==> config.mk <==
export PLATFORM = sky130hd
export DESIGN_NAME = tone_period_meter
export DESIGN_NICKNAME = d
export VERILOG_FILES = /design/src/rtl/tone_period_meter_pkg.sv /design/src/rtl/tone_period_meter_edge_sync.sv /design/src/rtl/tone_period_meter.sv
export SDC_FILE = /design/constraint.sdc
export NUM_CORES = 1
export LEC_CHECK = 0
export CORE_UTILIZATION = 25
export DETAILED_ROUTE_END_ITERATION = 10
export GPL_ROUTABILITY_DRIVEN = 0
export HOLD_SLACK_MARGIN = 0.02
export PLACE_DENSITY = 0.49
export RECOVER_POWER = 50
export SETUP_SLACK_MARGIN = 0.02
export SYNTH_ARGS = -nofsm -noshare
export SYNTH_HDL_FRONTEND = slang
export SYNTH_HIERARCHICAL = 1
export SYNTH_SLANG_ARGS = --single-unit
==> constraint.sdc <==
create_clock -name clock -period 1.8 [get_ports clock]
set_input_delay 0.18 -clock clock [delete_from_list [all_inputs] [get_ports clock]]
set_output_delay 0.18 -clock clock [all_outputs]
set_load 0.1 [all_outputs]
==> src/rtl/tone_period_meter_pkg.sv <==
// ============================================================================
// tone_period_meter_pkg : shared state encoding and default width
// Rev 1.0
// ============================================================================
`default_nettype none

package tone_period_meter_pkg;

  localparam int c_DEFAULT_WIDTH = 16;

  typedef enum logic [1:0] {
    IDLE    = 2'd0,
    ARM     = 2'd1,
    MEASURE = 2'd2
  } state_t;

endpackage

`default_nettype wire

==> src/rtl/tone_period_meter_edge_sync.sv <==
// ============================================================================
// tone_edge_sync : two-flop synchroniser plus history flop, rising-edge pulse
// Rev 1.0
// ============================================================================
`default_nettype none

module tone_edge_sync (
  input  logic clock,
  input  logic reset,
  input  logic i_Async,
  output logic o_Rise
);

  logic r_sync1;
  logic r_sync2;
  logic r_hist;

  always_ff @(posedge clock or posedge reset) begin
    if (reset) begin
      r_sync1 <= 1'b0;
      r_sync2 <= 1'b0;
      r_hist  <= 1'b0;
    end else begin
      r_sync1 <= i_Async;
      r_sync2 <= r_sync1;
      r_hist  <= r_sync2;
    end
  end

  assign o_Rise = r_sync2 & ~r_hist;

endmodule

`default_nettype wire

==> src/rtl/tone_period_meter.sv <==
// ============================================================================
// tone_period_meter : measures rising-to-rising period of an async tone
// Rev 1.0
// ============================================================================
`default_nettype none

module tone_period_meter
  import tone_period_meter_pkg::*;
#(
  parameter int WIDTH = c_DEFAULT_WIDTH
) (
  input  logic             clock,
  input  logic             reset,
  input  logic             i_Enable,
  input  logic             i_Tone,
  output logic [WIDTH-1:0] o_Period,
  output logic             o_Valid,
  input  logic             i_Ready,
  output logic             o_Overrun,
  output logic             o_Timeout
);

  localparam logic [WIDTH-1:0] c_COUNT_ONE = WIDTH'(1);
  localparam logic [WIDTH-1:0] c_COUNT_MAX = '1;

  state_t           r_state;
  logic [WIDTH-1:0] r_count;
  logic [WIDTH-1:0] r_period;
  logic             r_valid;
  logic             r_overrun;
  logic             r_timeout;

  logic             w_rise;
  logic             w_capture;

  tone_edge_sync u_edge_sync (
    .clock   (clock),
    .reset   (reset),
    .i_Async (i_Tone),
    .o_Rise  (w_rise)
  );

  // Gating with i_Enable drops any edge coincident with the enable falling.
  assign w_capture = i_Enable && (r_state == MEASURE) && w_rise;

  always_ff @(posedge clock or posedge reset) begin
    if (reset) begin
      r_state   <= IDLE;
      r_count   <= '0;
      r_period  <= '0;
      r_valid   <= 1'b0;
      r_overrun <= 1'b0;
      r_timeout <= 1'b0;
    end else begin
      if (!i_Enable) begin
        r_state   <= IDLE;
        r_count   <= '0;
        r_overrun <= 1'b0;
        r_timeout <= 1'b0;
      end else begin
        case (r_state)
          IDLE: begin
            r_state <= ARM;
          end
          ARM: begin
            if (w_rise) begin
              r_state <= MEASURE;
              r_count <= c_COUNT_ONE;
            end
          end
          MEASURE: begin
            if (w_rise) begin
              r_count <= c_COUNT_ONE;
            end else if (r_count == c_COUNT_MAX) begin
              // Saturated without an edge: abandon this period and re-arm.
              r_timeout <= 1'b1;
              r_count   <= '0;
              r_state   <= ARM;
            end else begin
              r_count <= r_count + c_COUNT_ONE;
            end
          end
          default: begin
            r_state <= IDLE;
            r_count <= '0;
          end
        endcase
      end

      // A capture may replace the held result only if it is consumed this cycle.
      if (w_capture) begin
        if (!r_valid || i_Ready) begin
          r_period  <= r_count;
          r_valid   <= 1'b1;
          r_timeout <= 1'b0;
        end else begin
          r_overrun <= 1'b1;
        end
      end else if (r_valid && i_Ready) begin
        r_valid <= 1'b0;
      end
    end
  end

  assign o_Period  = r_period;
  assign o_Valid   = r_valid;
  assign o_Overrun = r_overrun;
  assign o_Timeout = r_timeout;

endmodule

`default_nettype wire
==> results <==
- The standard cell area after detailed placement is 0.00254 mm2.
- Data on the critical path arrives at its endpoint at 1.92 ns.
- The routed design uses 2170 um of met2 wire.
- By area the synthesized netlist is led by sky130_fd_sc_hd__dfrtp_1 48%, sky130_fd_sc_hd__mux2_2 8.7%, sky130_fd_sc_hd__a31oi_1 6.4%.
- The finished cells cover 0.00267 mm2.
- Synthesis produced a netlist with a net count of 201.
- The top cell type's share of synthesized area is 0.484.
- The shortest period the worst path allows is 1.74 ns.
- The largest family of logic cells by synthesized area is simple AND/OR/NAND/NOR gates.
- Summed over all cells, the static leakage comes to 0.00122 uW.
- Hold repair after CTS inserted 0 buffers.
- The detailed router put a total of 2470 um of wire on met1.
- In the synthesized netlist, the number of instances is 191.
- The flip-flop and latch count after synthesis is 40.
- The proportion of synthesized area in mux cells is 0.102.
- For this configuration, the core starts out at a cell density of 0.264.
- The kind of cell with the highest combined delay along the critical path is simple AND/OR/NAND/NOR gates.
- The die covers 0.00864 mm2.
- Summing all flip-flop and latch instances after layout gives 0.00100 mm2.
- The area share of fa/ha/maj cells after synthesis is 0.0302.
- The critical path class is register to register.
- Wire segments on met3 add up to 172 um in the final route.
- The endpoint required time on the critical path is 1.98 ns.
- The post-synthesis cell area is 0.00207 mm2.
- Row generation in the floorplan step produced 32 rows.
- Setup repair after global routing could not meet its margin everywhere.
- The clock buffer count from CTS is 5.
- Together, buffers and inverters on the worst path number 0.
- Of the total synthesized cell area, the portion taken by XOR and XNOR cells is 0.
- The filler cells instantiated in the layout total 842.
- The count of nets left with antenna violations once routing finished came out at 0.
- The area fraction in and, or, nand and nor cells after synthesis is 0.186.
- The total power density per cell area is 824 mW/mm2.
- The largest single stage delay on the critical path is 0.69 ns.
- The number of global-route vias before repair was 1743.
- The synthesized area divided by synthesized cell count is 10.8 um2.
- The buffer depth of the longest clock path is 2.
- The routed wire length is 4870 um.
- After global routing the overflow that remains totals 0.
- The CTS H-tree depth is 2.
- Entering global routing, the biggest net connects 38 pins.
- Relative to the synthesized area, the layout overhead comes to 29.2%.
- The largest area contributor in the netlist is sky130_fd_sc_hd__dfrtp_1.
- The sort of element at the end of the critical path is a register.
- The die height is 93.0 um.
- The number of max-slew violations in the final report is 0.
- In the routed layout, each cell is associated on average with a via count of 4.90.
- The slew of the pin with the lowest slew margin is 0.954 ns.
- The fraction of layout cells with a size suffix above 1 is 0.373.
- The number of top-level pins is 24.
- The total of buffers placed on input and output ports is 23.
- For this design, the slowest cell found on the critical path is sky130_fd_sc_hd__or4_4.
- The share of the clock period used by the worst path after layout is 0.966.
- The complex-gate fraction of the synthesized area is 0.146.
- The first detailed-routing pass ran for 4 iterations.
- The proportion of synthesized flip-flops having asynchronous set or reset is 1.00.
- The top routing layer in use is met4.
- The aggregate global-route resource usage is 0.125.
- The number of flops mapped to enable cells by yosys is 0.
- For this run, the top clock speed supported by timing is 575 MHz.
- The clock sink count is 40.
- The detailed-placement wirelength estimate is 3360 um.
- The final hold violation count is 0.
- The worst setup path is launched from a register.
- The path type of the worst min-delay path is input port to asynchronous set/reset pin.
- The TritonCTS clock tree is done.
- The critical path goes through nand4_1 > or4_4 > a221oi_2 > o31ai_1.
- The count of warnings emitted by yosys is 6.
- In the routed design, unresolved DRC markers number 0.
- The maximum resistive drop on vdd is 0.000553 V.
- The die span in x is 93.0 um.
- The maximum fanout along the worst path is 14.
- The setup violation total in the final timing report is 0.
- The clock arrives with 0.00895 ns of skew.
- The worst hold slack across all endpoints is 0.202 ns.
- In this run the tightest slew margin relative to its limit is 0.364.
- The clock edge transition at the registers on the reported setup and hold paths is 0.08 ns.
- The wire length per cell after detailed routing is 14.2 um.
- In the final design database the tool counted 250 nets.
- The total of max-cap violations is 0.
- The share of the Yosys chip area taken by registers is 0.484.
- In the final layout, the multi-input gates occupy 997 um2.
- The clock latency at the later pin of the worst-skew pair is 0.29 ns.
- The netlist uses 43 different library cells.
- The root buffer selected by CTS is sky130_fd_sc_hd__clkbuf_8.
- The run finished with clean final reports.
- The total via count after detailed routing is 1682.
- The most used flip-flop cell after synthesis is sky130_fd_sc_hd__dfrtp_1.
- The placeable core region is 0.00785 mm2.
- In this run, the number of DRC markers left after iteration 0 of detailed routing was 83.
- The number of antenna diodes in the final layout is 0.
- The number of antenna violations at the first check in global routing is 0.
- The first global-routing pass estimated 8370 um of wire.
-- stage by stage --
step                setup TNS [ns]  utilization  cells  total power (uW)  worst slack, ns
finish                           0        0.341    343              2200           0.0616
global placement                 0        0.324    333              1530           0.0134
global route               -0.0558        0.341    343              2340          -0.0211
detailed placement               0        0.324    333              1530          0.00501
CTS                              0        0.337    342              2190           0.0132
floorplan                        0            -    191              1370           0.0254
-- cell usage in the layout, fill, tap and decap left out, types with 3 or more instances in the layout --
master                     synthesis  layout
sky130_fd_sc_hd__a31oi_1          21      21
sky130_fd_sc_hd__nand4_1           3       3
sky130_fd_sc_hd__nand3_1          16      16
sky130_fd_sc_hd__nor3_1            4       4
sky130_fd_sc_hd__mux2_2           16      16
sky130_fd_sc_hd__clkbuf_2          2       4
sky130_fd_sc_hd__nand2_1          14      14
sky130_fd_sc_hd__clkbuf_8          0       6
sky130_fd_sc_hd__mux2i_1           3       3
sky130_fd_sc_hd__o21ai_0           6       6
sky130_fd_sc_hd__and3_1            4       4
sky130_fd_sc_hd__inv_1             7       5
sky130_fd_sc_hd__buf_4             0      43
sky130_fd_sc_hd__nor2_1            5       5
sky130_fd_sc_hd__ha_1              5       3
sky130_fd_sc_hd__dfrtp_1          40      39
-- power breakdown --
part | switching (uW) | internal (uW) | leakage, uW
Sequential | 23.4 | 935 | 0.000548
Combinational | 347 | 263 | 0.000625
Clock | 323 | 312 | 0.0000445
-- flip-flops by register name, indices dropped and copies added, names as in the netlist --
signal	cells
o_Period	16
r_count	16
r_state	2
o_Timeout	1
u_edge_sync/r_sync2	1
u_edge_sync/r_hist	1
o_Overrun	1
o_Valid	1
u_edge_sync/r_sync1	1
-- worst paths after layout --
path / startpoint / slack, ns / end / cells after the start
min in group clock: u_edge_sync/r_sync1$_DFF_PP0_ / 0.36 / u_edge_sync/r_sync2$_DFF_PP0_ / 0
max: r_count[15]$_DFFE_PP0P_ / 0.06 / r_count[0]$_DFFE_PP0P_ / 4
max reg2reg: r_count[15]$_DFFE_PP0P_ / 0.06 / r_count[0]$_DFFE_PP0P_ / 4
min: reset / 0.20 / u_edge_sync/r_sync2$_DFF_PP0_ / 2
min reg2reg: u_edge_sync/r_sync1$_DFF_PP0_ / 0.36 / u_edge_sync/r_sync2$_DFF_PP0_ / 0
max in group asynchronous: reset / 0.54 / o_Valid$_DFFE_PP0P_ / 3
-- final cells by class --
type / count / area share
tap: 102 / 0.0478
sequential: 40 / 0.375
timing repair buffer: 54 / 0.159
clock buffer: 7 / 0.0323
inverter: 7 / 0.00983
clock inverter: 1 / 0.00281
multi-input combinational: 132 / 0.373
-- synthesized netlist by cell type (3+ instances only) --
cell / n
sky130_fd_sc_hd__nor2_1: 5
sky130_fd_sc_hd__and3_1: 4
sky130_fd_sc_hd__nand4_1: 3
sky130_fd_sc_hd__mux2_2: 16
sky130_fd_sc_hd__ha_1: 5
sky130_fd_sc_hd__nor3_1: 4
sky130_fd_sc_hd__nand2_1: 14
sky130_fd_sc_hd__o21a_1: 3
sky130_fd_sc_hd__clkbuf_1: 4
sky130_fd_sc_hd__a31oi_1: 21
sky130_fd_sc_hd__inv_1: 7
sky130_fd_sc_hd__buf_2: 4
sky130_fd_sc_hd__o21ai_0: 6
sky130_fd_sc_hd__dfrtp_1: 40
sky130_fd_sc_hd__mux2i_1: 3
sky130_fd_sc_hd__nand3_1: 16
-- kinds of logic (layout without fill, tap and decap cells) --
| kind of cell | count (synthesis) | after routing |
|---|---|---|
| AO/OA/AOI/OAI | 42 | 42 |
| adder cells (fa/ha/maj) | 5 | 5 |
| buffers and inverters | 20 | 69 |
| flip-flops | 40 | 40 |
| multiplexers | 19 | 19 |
| AND/OR/NAND/NOR | 65 | 66 |
-- routing by layer --
metal  GRT usage  up-vias
met5           0        -
met4      0.0423        0
li1            -      815
met1       0.174      822
met2       0.191       39
met3      0.0271        6
-- repair_timing --
item	CTS	global route
gates cloned	0	1
setup endpoints to repair	4	26
buffers inserted	1	0
pin swaps	0	2
resized for setup	1	9
(Power assumes the default switching activity.)
